$ cat src/rtl/ncpu32k_wb_commit_if.sv
// Writeback commit bundle: two in-order result lanes entering the commit
// queue and the two architectural regfile write ports leaving it.
//   master : the execution side plus the regfile (drives lanes, sees ports)
//   slave  : the commit queue (accepts lanes, drives regfile writes)
// Lane 1 is always the older of a same-cycle pair.
interface ncpu32k_wb_commit_if #(
  parameter int AW = 5,
  parameter int DW = 32
);
  logic          in_1_valid;
  logic          in_1_ready;
  logic [AW-1:0] in_1_waddr;
  logic [DW-1:0] in_1_wdat;
  logic          in_1_we;
  logic          in_2_valid;
  logic          in_2_ready;
  logic [AW-1:0] in_2_waddr;
  logic [DW-1:0] in_2_wdat;
  logic          in_2_we;
  logic [AW-1:0] arf_1_waddr;
  logic [DW-1:0] arf_1_wdat;
  logic          arf_1_we;
  logic [AW-1:0] arf_2_waddr;
  logic [DW-1:0] arf_2_wdat;
  logic          arf_2_we;

  modport master (
    output in_1_valid, in_1_waddr, in_1_wdat, in_1_we,
    output in_2_valid, in_2_waddr, in_2_wdat, in_2_we,
    input  in_1_ready, in_2_ready,
    input  arf_1_waddr, arf_1_wdat, arf_1_we,
    input  arf_2_waddr, arf_2_wdat, arf_2_we
  );

  modport slave (
    input  in_1_valid, in_1_waddr, in_1_wdat, in_1_we,
    input  in_2_valid, in_2_waddr, in_2_wdat, in_2_we,
    output in_1_ready, in_2_ready,
    output arf_1_waddr, arf_1_wdat, arf_1_we,
    output arf_2_waddr, arf_2_wdat, arf_2_we
  );
endinterface

$ cat src/rtl/ncpu32k_wb_commit.sv
// Writeback commit queue feeding the 2-write-port architectural regfile.
// Buffers up to two in-order results per cycle and retires up to two per
// cycle straight from the head, dropping writes to r0 and the older of two
// same-cycle writes to one register so the regfile never sees a conflict.
// Ports:
//   clk, rst      : clock, synchronous active-high reset
//   flush         : discard every queued entry and this cycle's inputs
//   commit_stall  : hold retirement this cycle
//   wb            : lanes in, regfile write ports out (slave modport)
//   count, empty  : occupancy
module ncpu32k_wb_commit #(
  parameter int AW    = 5,
  parameter int DW    = 32,
  parameter int DEPTH = 4
) (
  input  logic                   clk,
  input  logic                   rst,
  input  logic                   flush,
  input  logic                   commit_stall,
  ncpu32k_wb_commit_if.slave     wb,
  output logic [$clog2(DEPTH):0] count,
  output logic                   empty
);
  localparam int PW = $clog2(DEPTH);
  localparam int CW = PW + 1;

  typedef struct packed {
    logic [AW-1:0] waddr;
    logic [DW-1:0] wdat;
    logic          we;
  } entry_t;

  entry_t        mem [DEPTH];
  logic [PW-1:0] rd_ptr;
  logic [PW-1:0] wr_ptr;

  logic   ready_1, ready_2;
  logic   fire_1, fire_2;
  logic   ret_1, ret_2;
  entry_t e1, e2;
  logic   collide;

  // Readiness uses the registered count only; a same-cycle pop does not
  // free a slot, which keeps ready off the retire path.
  assign ready_1 = ~rst & (count <= CW'(DEPTH - 1));
  assign ready_2 = ~rst & (count <= CW'(DEPTH - 2));

  // Lane 2 only rides along with lane 1, so a lone lane-2 valid is ignored.
  assign fire_1 = wb.in_1_valid & ready_1 & ~flush;
  assign fire_2 = wb.in_2_valid & ready_2 & fire_1;

  assign ret_1 = ~rst & ~commit_stall & ~flush & (count >= CW'(1));
  assign ret_2 = ~rst & ~commit_stall & ~flush & (count >= CW'(2));

  assign e1 = mem[rd_ptr];
  assign e2 = mem[rd_ptr + PW'(1)];

  // The younger write wins when both retiring entries hit one register.
  assign collide = ret_2 & e2.we & (e2.waddr == e1.waddr);

  assign wb.in_1_ready  = ready_1;
  assign wb.in_2_ready  = ready_2;
  assign wb.arf_1_waddr = e1.waddr;
  assign wb.arf_1_wdat  = e1.wdat;
  assign wb.arf_1_we    = ret_1 & e1.we & (e1.waddr != '0) & ~collide;
  assign wb.arf_2_waddr = e2.waddr;
  assign wb.arf_2_wdat  = e2.wdat;
  assign wb.arf_2_we    = ret_2 & e2.we & (e2.waddr != '0);

  assign empty = rst | (count == '0);

  // NOTE: the storage array has no reset; every slot is written before it
  // can be read because count gates retirement, and leaving it unreset
  // lets it map onto plain flops or a small RAM.
  always_ff @(posedge clk) begin
    if (fire_1) mem[wr_ptr]          <= '{wb.in_1_waddr, wb.in_1_wdat, wb.in_1_we};
    if (fire_2) mem[wr_ptr + PW'(1)] <= '{wb.in_2_waddr, wb.in_2_wdat, wb.in_2_we};
  end

  // NOTE: sequential state uses non-blocking assignments so every register
  // samples the pre-edge values regardless of statement order.
  always_ff @(posedge clk) begin
    if (rst || flush) begin
      rd_ptr <= '0;
      wr_ptr <= '0;
      count  <= '0;
    end else begin
      wr_ptr <= wr_ptr + PW'(fire_1) + PW'(fire_2);
      rd_ptr <= rd_ptr + PW'(ret_1) + PW'(ret_2);
      count  <= count + CW'(fire_1) + CW'(fire_2) - CW'(ret_1) - CW'(ret_2);
    end
  end

`ifdef NCPU_ENABLE_ASSERT
  always_ff @(posedge clk) begin
    if (!rst) assert (count <= CW'(DEPTH)) else $error("commit queue overflow");
  end
`endif

endmodule
$ cat src/flat_wrapper.sv
// flat-port wrapper written by rule: the top's interface ports become plain ports
module ncpu32k_wb_commit_flat 
#(
  parameter int AW    = 5,
  parameter int DW    = 32,
  parameter int DEPTH = 4
)
  (clk, rst, flush, commit_stall, count, empty, wb_in_1_valid, wb_in_1_waddr, wb_in_1_wdat, wb_in_1_we, wb_in_2_valid, wb_in_2_waddr, wb_in_2_wdat, wb_in_2_we, wb_in_1_ready, wb_in_2_ready, wb_arf_1_waddr, wb_arf_1_wdat, wb_arf_1_we, wb_arf_2_waddr, wb_arf_2_wdat, wb_arf_2_we);
  ncpu32k_wb_commit_if #(.AW(AW), .DW(DW)) wb_i ();
  input  logic clk;
  input  logic rst;
  input  logic flush;
  input  logic commit_stall;
  output logic [$clog2(DEPTH):0] count;
  output logic empty;
  input wire logic [$bits(wb_i.in_1_valid)-1:0] wb_in_1_valid;
  input wire logic [$bits(wb_i.in_1_waddr)-1:0] wb_in_1_waddr;
  input wire logic [$bits(wb_i.in_1_wdat)-1:0] wb_in_1_wdat;
  input wire logic [$bits(wb_i.in_1_we)-1:0] wb_in_1_we;
  input wire logic [$bits(wb_i.in_2_valid)-1:0] wb_in_2_valid;
  input wire logic [$bits(wb_i.in_2_waddr)-1:0] wb_in_2_waddr;
  input wire logic [$bits(wb_i.in_2_wdat)-1:0] wb_in_2_wdat;
  input wire logic [$bits(wb_i.in_2_we)-1:0] wb_in_2_we;
  output wire logic [$bits(wb_i.in_1_ready)-1:0] wb_in_1_ready;
  output wire logic [$bits(wb_i.in_2_ready)-1:0] wb_in_2_ready;
  output wire logic [$bits(wb_i.arf_1_waddr)-1:0] wb_arf_1_waddr;
  output wire logic [$bits(wb_i.arf_1_wdat)-1:0] wb_arf_1_wdat;
  output wire logic [$bits(wb_i.arf_1_we)-1:0] wb_arf_1_we;
  output wire logic [$bits(wb_i.arf_2_waddr)-1:0] wb_arf_2_waddr;
  output wire logic [$bits(wb_i.arf_2_wdat)-1:0] wb_arf_2_wdat;
  output wire logic [$bits(wb_i.arf_2_we)-1:0] wb_arf_2_we;
  assign wb_i.in_1_valid = wb_in_1_valid;
  assign wb_i.in_1_waddr = wb_in_1_waddr;
  assign wb_i.in_1_wdat = wb_in_1_wdat;
  assign wb_i.in_1_we = wb_in_1_we;
  assign wb_i.in_2_valid = wb_in_2_valid;
  assign wb_i.in_2_waddr = wb_in_2_waddr;
  assign wb_i.in_2_wdat = wb_in_2_wdat;
  assign wb_i.in_2_we = wb_in_2_we;
  assign wb_in_1_ready = wb_i.in_1_ready;
  assign wb_in_2_ready = wb_i.in_2_ready;
  assign wb_arf_1_waddr = wb_i.arf_1_waddr;
  assign wb_arf_1_wdat = wb_i.arf_1_wdat;
  assign wb_arf_1_we = wb_i.arf_1_we;
  assign wb_arf_2_waddr = wb_i.arf_2_waddr;
  assign wb_arf_2_wdat = wb_i.arf_2_wdat;
  assign wb_arf_2_we = wb_i.arf_2_we;
  ncpu32k_wb_commit #(.AW(AW), .DW(DW), .DEPTH(DEPTH)) u_core (.clk(clk), .rst(rst), .flush(flush), .commit_stall(commit_stall), .wb(wb_i), .count(count), .empty(empty));
endmodule
$ cat config.mk
export PLATFORM = sky130hd
export DESIGN_NAME = ncpu32k_wb_commit_flat
export DESIGN_NICKNAME = d
export VERILOG_FILES = /design/src/rtl/ncpu32k_wb_commit_if.sv /design/src/rtl/ncpu32k_wb_commit.sv /design/src/flat_wrapper.sv
export SDC_FILE = /design/constraint.sdc
export NUM_CORES = 1
export LEC_CHECK = 0
export CAP_MARGIN = 10
export CELL_PAD_IN_SITES_DETAIL_PLACEMENT = 1
export CELL_PAD_IN_SITES_GLOBAL_PLACEMENT = 2
export CORE_MARGIN = 10
export CORE_UTILIZATION = 39
export CTS_CLUSTER_SIZE = 10
export DETAILED_ROUTE_END_ITERATION = 10
export PLACE_DENSITY = 0.79
export RECOVER_POWER = 100
export REMOVE_ABC_BUFFERS = 1
export SETUP_SLACK_MARGIN = 0.15
export SYNTH_ARGS = -nofsm -noshare
export SYNTH_HDL_FRONTEND = slang
export SYNTH_SLANG_ARGS = --single-unit
$ cat constraint.sdc
create_clock -name clk -period 4.6 [get_ports clk]
set_clock_uncertainty 0.15 [all_clocks]
set_input_delay 0.69 -clock clk [delete_from_list [all_inputs] [get_ports clk]]
set_output_delay 0.69 -clock clk [all_outputs]
set_load 0.1 [all_outputs]
==> results.yml, run 1 <==
status:
  status: "finished with violations"
  violations: "capacitance limit, slew limit"
synthesis:
  yosysMostFrequentCell: "edfxtp_1"
  syn_inst: 511
  netlist_area_sq_um: 9050
  avgSynthCellArea_sq_um: 17.7
  synthArstFlopShare: 0
  synth.area.top_cells: "edfxtp_1, mux4_2, mux2_2, mux2_4, buf_2"
  synth_edf_count: 152
  synth-seq-area-share: 0.520
  yosysWarnings: 0
  synth-seq-cells: 159
  synth.distinct_cells: 42
  synthFlopType: "edfxtp_1"
  synth_top_cell_by_area: "edfxtp_1"
  synth_common_cells: "edfxtp_1, mux2_2, mux4_2"
  yosysTopAreaCellShare: 0.505
final_layout:
  areaGrowthSynthToFinish_pct: 22.7
  multiInputGateArea_sq_um: 4020
  drive_gt1_frac: 0.414
  utilization: 0.489
  seq_area_sq_um: 4710
  final_area_sq_um: 11100
  nets: 755
  n_fill_cell: 2186
timing:
  slew_headroom: -0.527
  setup_viol: 0
  finalSetupTns_ps: 0
  slew_viol_final: 55
  period_share: 0.901
  finalHoldViolations: 0
  worst_slew_pin_slew_ps: 2290
  rsz0062_at_grt: "false"
  fmaxAchievable_ghz: 0.241
  fin_crit_ps: 4150
routing:
  wl_um: 25100
  avgRoutedWirePerCell_um: 26.0
  postRouteAntennaNets: 0
  vias: 5526
  drt_iter0_markers: 275
  viasPerCell: 5.71
  drt_first_pass_iters: 5
  route.detailed.drc: 0
critical_path:
  path_class: "reg2out"
  critPathCaptureType: "primary output"
  path_max_fanout: 54
  crit_arrival_ps: 3310
  startpoint_type: "register"
  critPathRequiredTime_ps: 3760
global_routing:
  grt_start_max_net_pins: 59
  grt-ovfl-total: 0
  track_usage: 0.168
  grt_antenna_before_repair: 0
  grt_pass1_vias: 6234
  grt_pass1_wl_um: 37500
power:
  p_per_area_nw_per_um2: 301
  p_leak_nw: 3.59
  peakVddDrop_v: 0.000223
clocking:
  h-tree-depth: 4
  numCtsBuffers: 17
  clk_pin_slew_ps: 60
  insertion_delay_ps: 420
  postCtsHoldBufs: 0
  post_cts_resized: 0
  cts_root_buf: "clkbuf_16"
  cts.sinks: 159
  post_cts_buffers: 0
  cts_buffer_depth: 2
  cts_tree: "built"
placed_design:
  place.gp.congestion: 0.772
  post-dp-hpwl_um: 16800
  placed_area_sq_um: 10800
  io_buffer_count: 163
floorplanning:
  start_util: 0.398
  die_y_um: 172
  dieArea_sq_um: 29700
  core-area_sq_um: 22700
  ioPinCount: 164
  chipWidth_um: 172
  rows: 55
worst_hold_path:
  min_path_type: "reg2reg"
flow_run:
  maxCapViolCount: 3
==> layer usage <==
layer  global-route usage  share of wire
met2                0.285           0.51
met4               0.0397          0.011
met5                    0              0
met3               0.0390          0.055
met1                0.214           0.43
==> stage by stage <==
| step | cells | power, mW | hold slack (ps) | worst slack [ps] |
|---|---|---|---|---|
| after global placement | 934 | 2.01 | 411 | 722 |
| after detailed placement | 934 | 2.02 | 434 | 540 |
| after CTS | 966 | 3.38 | 445 | 599 |
| after global routing | 966 | 3.44 | 475 | 237 |
| final | 967 | 3.34 | 447 | 454 |
| after floorplan | 473 | 1.87 | 362 | -2200 |
==> cell usage in the layout (no fill, tap or decap), drive strengths merged, types with 3 or more instances in the layout <==
master	n
nand3	3
or2	3
xor2	7
dlygate4sd3	20
edfxtp	152
nand2	4
clkinv	4
nor3	5
clkdlybuf4s50	80
dfxtp	7
a21oi	6
mux2	152
clkbuf	81
mux2i	6
clkinvlp	3
or3	3
buf	18
and2	5
nor2	12
ha	3
xnor2	7
mux4	76
inv	3
==> critical path: stages (launching register included) <==
cell,delay (ps)
dfxtp_4,940
buf_4,330
clkbuf_2,590
mux4_2,620
clkbuf_2,390
==> cells by family (layout without fill, tap and decap cells) <==
logic type      Yosys count  count (layout)  synth area share
mux                     234             234             0.393
simple gates             44              44            0.0278
buf+inv                  41             211            0.0254
fa+ha+maj                 5               5           0.00858
compound gates           14              14            0.0112
other cells               0               1                 0
flops                   159             159             0.520
xor+xnor                 14              14            0.0136
==> flip-flops by register name, indices dropped and copies added, names as in the netlist <==
name	count
u_core.wr_ptr	2
u_core.rd_ptr	2
u_core.count	3
u_core.mem	152
==> report_power, final <==
part / switching (mW) / total, mW / internal, mW / leakage (nW)
clock network: 0.567 / 1.37 / 0.800 / 0.259
logic: 0.211 / 0.356 / 0.145 / 1.90
registers: 0.0102 / 1.61 / 1.60 / 1.43
total: 0.788 / 3.34 / 2.55 / 3.59
==> area by class of cell <==
type	instances	area share
sequential	159	0.425
multi-input combinational	311	0.363
timing repair buffer	176	0.129
clock buffer	23	0.0404
tap	285	0.0321
clock inverter	9	0.0101
inverter	3	0.00101
antenna	1	0.000226
==> path summary, 6_finish.rpt <==
path         depth (start not counted)                   startpoint  slack, ps                           to
max                                  4  u_core.rd_ptr[1]$_SDFF_PP0_        450             wb_arf_2_wdat[8]
min reg2reg                          2  u_core.wr_ptr[0]$_SDFF_PP0_        450  u_core.wr_ptr[0]$_SDFF_PP0_
max reg2reg                          6   u_core.count[2]$_SDFF_PP0_       1010  u_core.mem[0][19]$_DFFE_PP_
min                                  2  u_core.wr_ptr[0]$_SDFF_PP0_        450  u_core.wr_ptr[0]$_SDFF_PP0_
(Power assumes the default switching activity.)
==> run 2, diff against run 1 <==
Settings changed: SLEW_MARGIN set to 25.
==> results of run 2 <==
Same layout as run 1: the final DEF is identical, and so are final timing and power.
==> run 3, diff against run 2 <==
--- a/config.mk
+++ b/config.mk
@@ -7,2 +7,3 @@
 export LEC_CHECK = 0
+export ABC_AREA = 1
 export CAP_MARGIN = 10
@@ -11,6 +12,6 @@
 export CORE_MARGIN = 10
-export CORE_UTILIZATION = 39
+export CORE_UTILIZATION = 32
 export CTS_CLUSTER_SIZE = 10
 export DETAILED_ROUTE_END_ITERATION = 10
-export PLACE_DENSITY = 0.79
+export PLACE_DENSITY_LB_ADDON = 0.05
 export RECOVER_POWER = 100
==> constraint.sdc (replaced) <==
create_clock -name clk -period 4.6 [get_ports clk]
set_clock_uncertainty 0.15 [all_clocks]
set_input_delay 0.46 -clock clk [delete_from_list [all_inputs] [get_ports clk]]
set_output_delay 0.46 -clock clk [all_outputs]
set_load 0.1 [all_outputs]
==> run 3 against run 2 <==
Net effect:
- the run still ends with capacitance limit, slew limit left
- critical path type unchanged
- critical endpoint is now wb_arf_1_wdat[24]
- non-clock buffer count increased by 6
- hold slack lost 50 ps
- fmax increased by 0.58%
- utilization shrank 9.0 points
- first-iteration DRC count increased by 6.2%
==> results.yml, run 3 <==
status:
  status: "finished with violations"
  violations: "capacitance limit, slew limit"
floorplanning:
  core-area_sq_um: 28900
  die_y_um: 192
  start_util: 0.326
  dieArea_sq_um: 36800
  chipWidth_um: 192
  rows: 62
  ioPinCount: 164
synthesis:
  synthAdderAreaFrac: 0.00822
  yosysWarnings: 0
  synth-seq-cells: 159
  synthArstFlopShare: 0
  yosysMostFrequentCell: "nand2_1"
  synth.area.mux_share: 0.0127
  synth_edf_count: 152
  synth.area.top_cells: "edfxtp_1, nand2_1, o21ai_0, nor2_1, o21ai_1"
  synthSimpleGateAreaFrac: 0.196
  netlist_area_sq_um: 9440
  synth_common_cells: "nand2_1, edfxtp_1, nor2_1"
  synth_top_family_by_area: "simple AND/OR/NAND/NOR gates"
  synth_top_cell_by_area: "edfxtp_1"
  synth-seq-area-share: 0.498
  synthXorXnorAreaFrac: 0.00278
  synth_compound_area_frac: 0.192
  avgSynthCellArea_sq_um: 8.29
  synthFlopType: "edfxtp_1"
  yosysTopAreaCellShare: 0.484
  syn_inst: 1139
  synth.distinct_cells: 37
clocking:
  cts_root_buf: "clkbuf_16"
  h-tree-depth: 4
  postCtsHoldBufs: 0
  cts.sinks: 159
  clk_pin_slew_ps: 70
  cts_buffer_depth: 2
  cts_tree: "built"
  numCtsBuffers: 17
  post_cts_buffers: 0
  insertion_delay_ps: 430
  post_cts_resized: 0
final_layout:
  n_fill_cell: 3434
  drive_gt1_frac: 0.0829
  regMostFlops: "u_core.mem"
  multiInputGateArea_sq_um: 3730
  final_common_cell: "nand2_1"
  areaGrowthSynthToFinish_pct: 22.3
  biggestRegsByFlops: "u_core.mem (152), u_core.count (3)"
  utilization: 0.399
  nets: 1353
  diodes: 0
  final_cell_mix: "nand2_1, o21ai_0, nor2_1, edfxtp_1, inv_1"
  largest_register_ff_count: 152
  seq_area_sq_um: 4710
timing:
  finalSetupTns_ps: 0
  slew_headroom: -0.420
  setup_ws_ps: 478
  setup_viol: 0
  worst_slew_pin_slew_ps: 2120
  slew_viol_final: 119
  finalHoldViolations: 0
  rsz0062_at_grt: "false"
  period_share: 0.896
  timing.hold.ws_ps: 398
  fmaxAchievable_ghz: 0.243
  fin_crit_ps: 4120
critical_path:
  startpoint_type: "register"
  path_max_fanout: 44
  critPathRequiredTime_ps: 3990
  critPathCaptureType: "primary output"
  path_class: "reg2out"
  crit_arrival_ps: 3510
flow_run:
  maxCapViolCount: 6
routing:
  avgRoutedWirePerCell_um: 19.6
  met2_length_um: 16200
  route.detailed.drc: 0
  viasPerCell: 4.98
  met1_length_um: 14800
  postRouteAntennaNets: 0
  wl_um: 32500
  vias: 8278
  drt_first_pass_iters: 5
  highest_layer: "met4"
  drt_iter0_markers: 292
  dr_wl_met3_um: 1250
global_routing:
  grt_start_max_net_pins: 69
  grt_pass1_wl_um: 49800
  track_usage: 0.177
  grt-ovfl-total: 0
  grt_pass1_vias: 8795
  grt_antenna_before_repair: 0
worst_hold_path:
  min_path_type: "reg2reg"
placed_design:
  place.gp.congestion: 0.752
  io_buffer_count: 163
  place_ws_ps: 1180
  post-dp-hpwl_um: 21600
power:
  peakVddDrop_v: 0.000238
  p_per_area_nw_per_um2: 295
  p_leak_nw: 4.56
## run 3: logic make-up after synthesis
family	after synthesis
buffers and inverters	180
xor gates and xnor gates	3
adders and majority gates	5
DFF	159
AOI/OAI and AO/OA	316
muxes	12
and+or+nand+nor	464
## run 3: critical path, cell delays in order, from the launching register on
cell	delay, ps
dfxtp_4	480
inv_1	170
clkbuf_2	940
o21ai_0	230
o22ai_1	320
clkbuf_1	920
## run 3: area by class of cell
type	count	area share
repair buffers	182	0.141
clock buffers	17	0.0369
well taps	384	0.0416
flip-flops and latches	159	0.408
clock inverters	15	0.0145
inverters	106	0.0347
multi-input cells	800	0.323
## run 3: path summary, 6_finish.rpt
path	to	start	cells after the start	slack, ps
max	wb_arf_1_wdat[24]	u_core.rd_ptr[1]$_SDFF_PP0_	5	480
min	u_core.count[2]$_SDFF_PP0_	u_core.count[2]$_SDFF_PP0_	1	400
min reg2reg	u_core.count[2]$_SDFF_PP0_	u_core.count[2]$_SDFF_PP0_	1	400
max reg2reg	u_core.mem[2][33]$_DFFE_PP_	u_core.count[2]$_SDFF_PP0_	6	1010
## run 3: per-stage QoR
stage,area [sq um],total power [mW],std cells
after floorplan,8990,1.88,1065
after global placement,11400,2.05,1631
after detailed placement,11400,2.05,1631
after CTS,12000,3.48,1663
after global routing,11500,3.53,1663
final,11500,3.41,1663
## run 3: where the power goes
part	internal, mW	switching (mW)	total, mW
clock	0.733	0.692	1.43
combinational	0.121	0.252	0.373
sequential	1.60	0.00835	1.61
## run 3: metal layers
| metal | vias to the layer above | track usage |
|---|---|---|
| li1 | 4072 | - |
| met1 | 4049 | 0.221 |
| met2 | 134 | 0.311 |
| met3 | 23 | 0.0316 |
| met4 | 0 | 0.0361 |
| met5 | - | 0 |
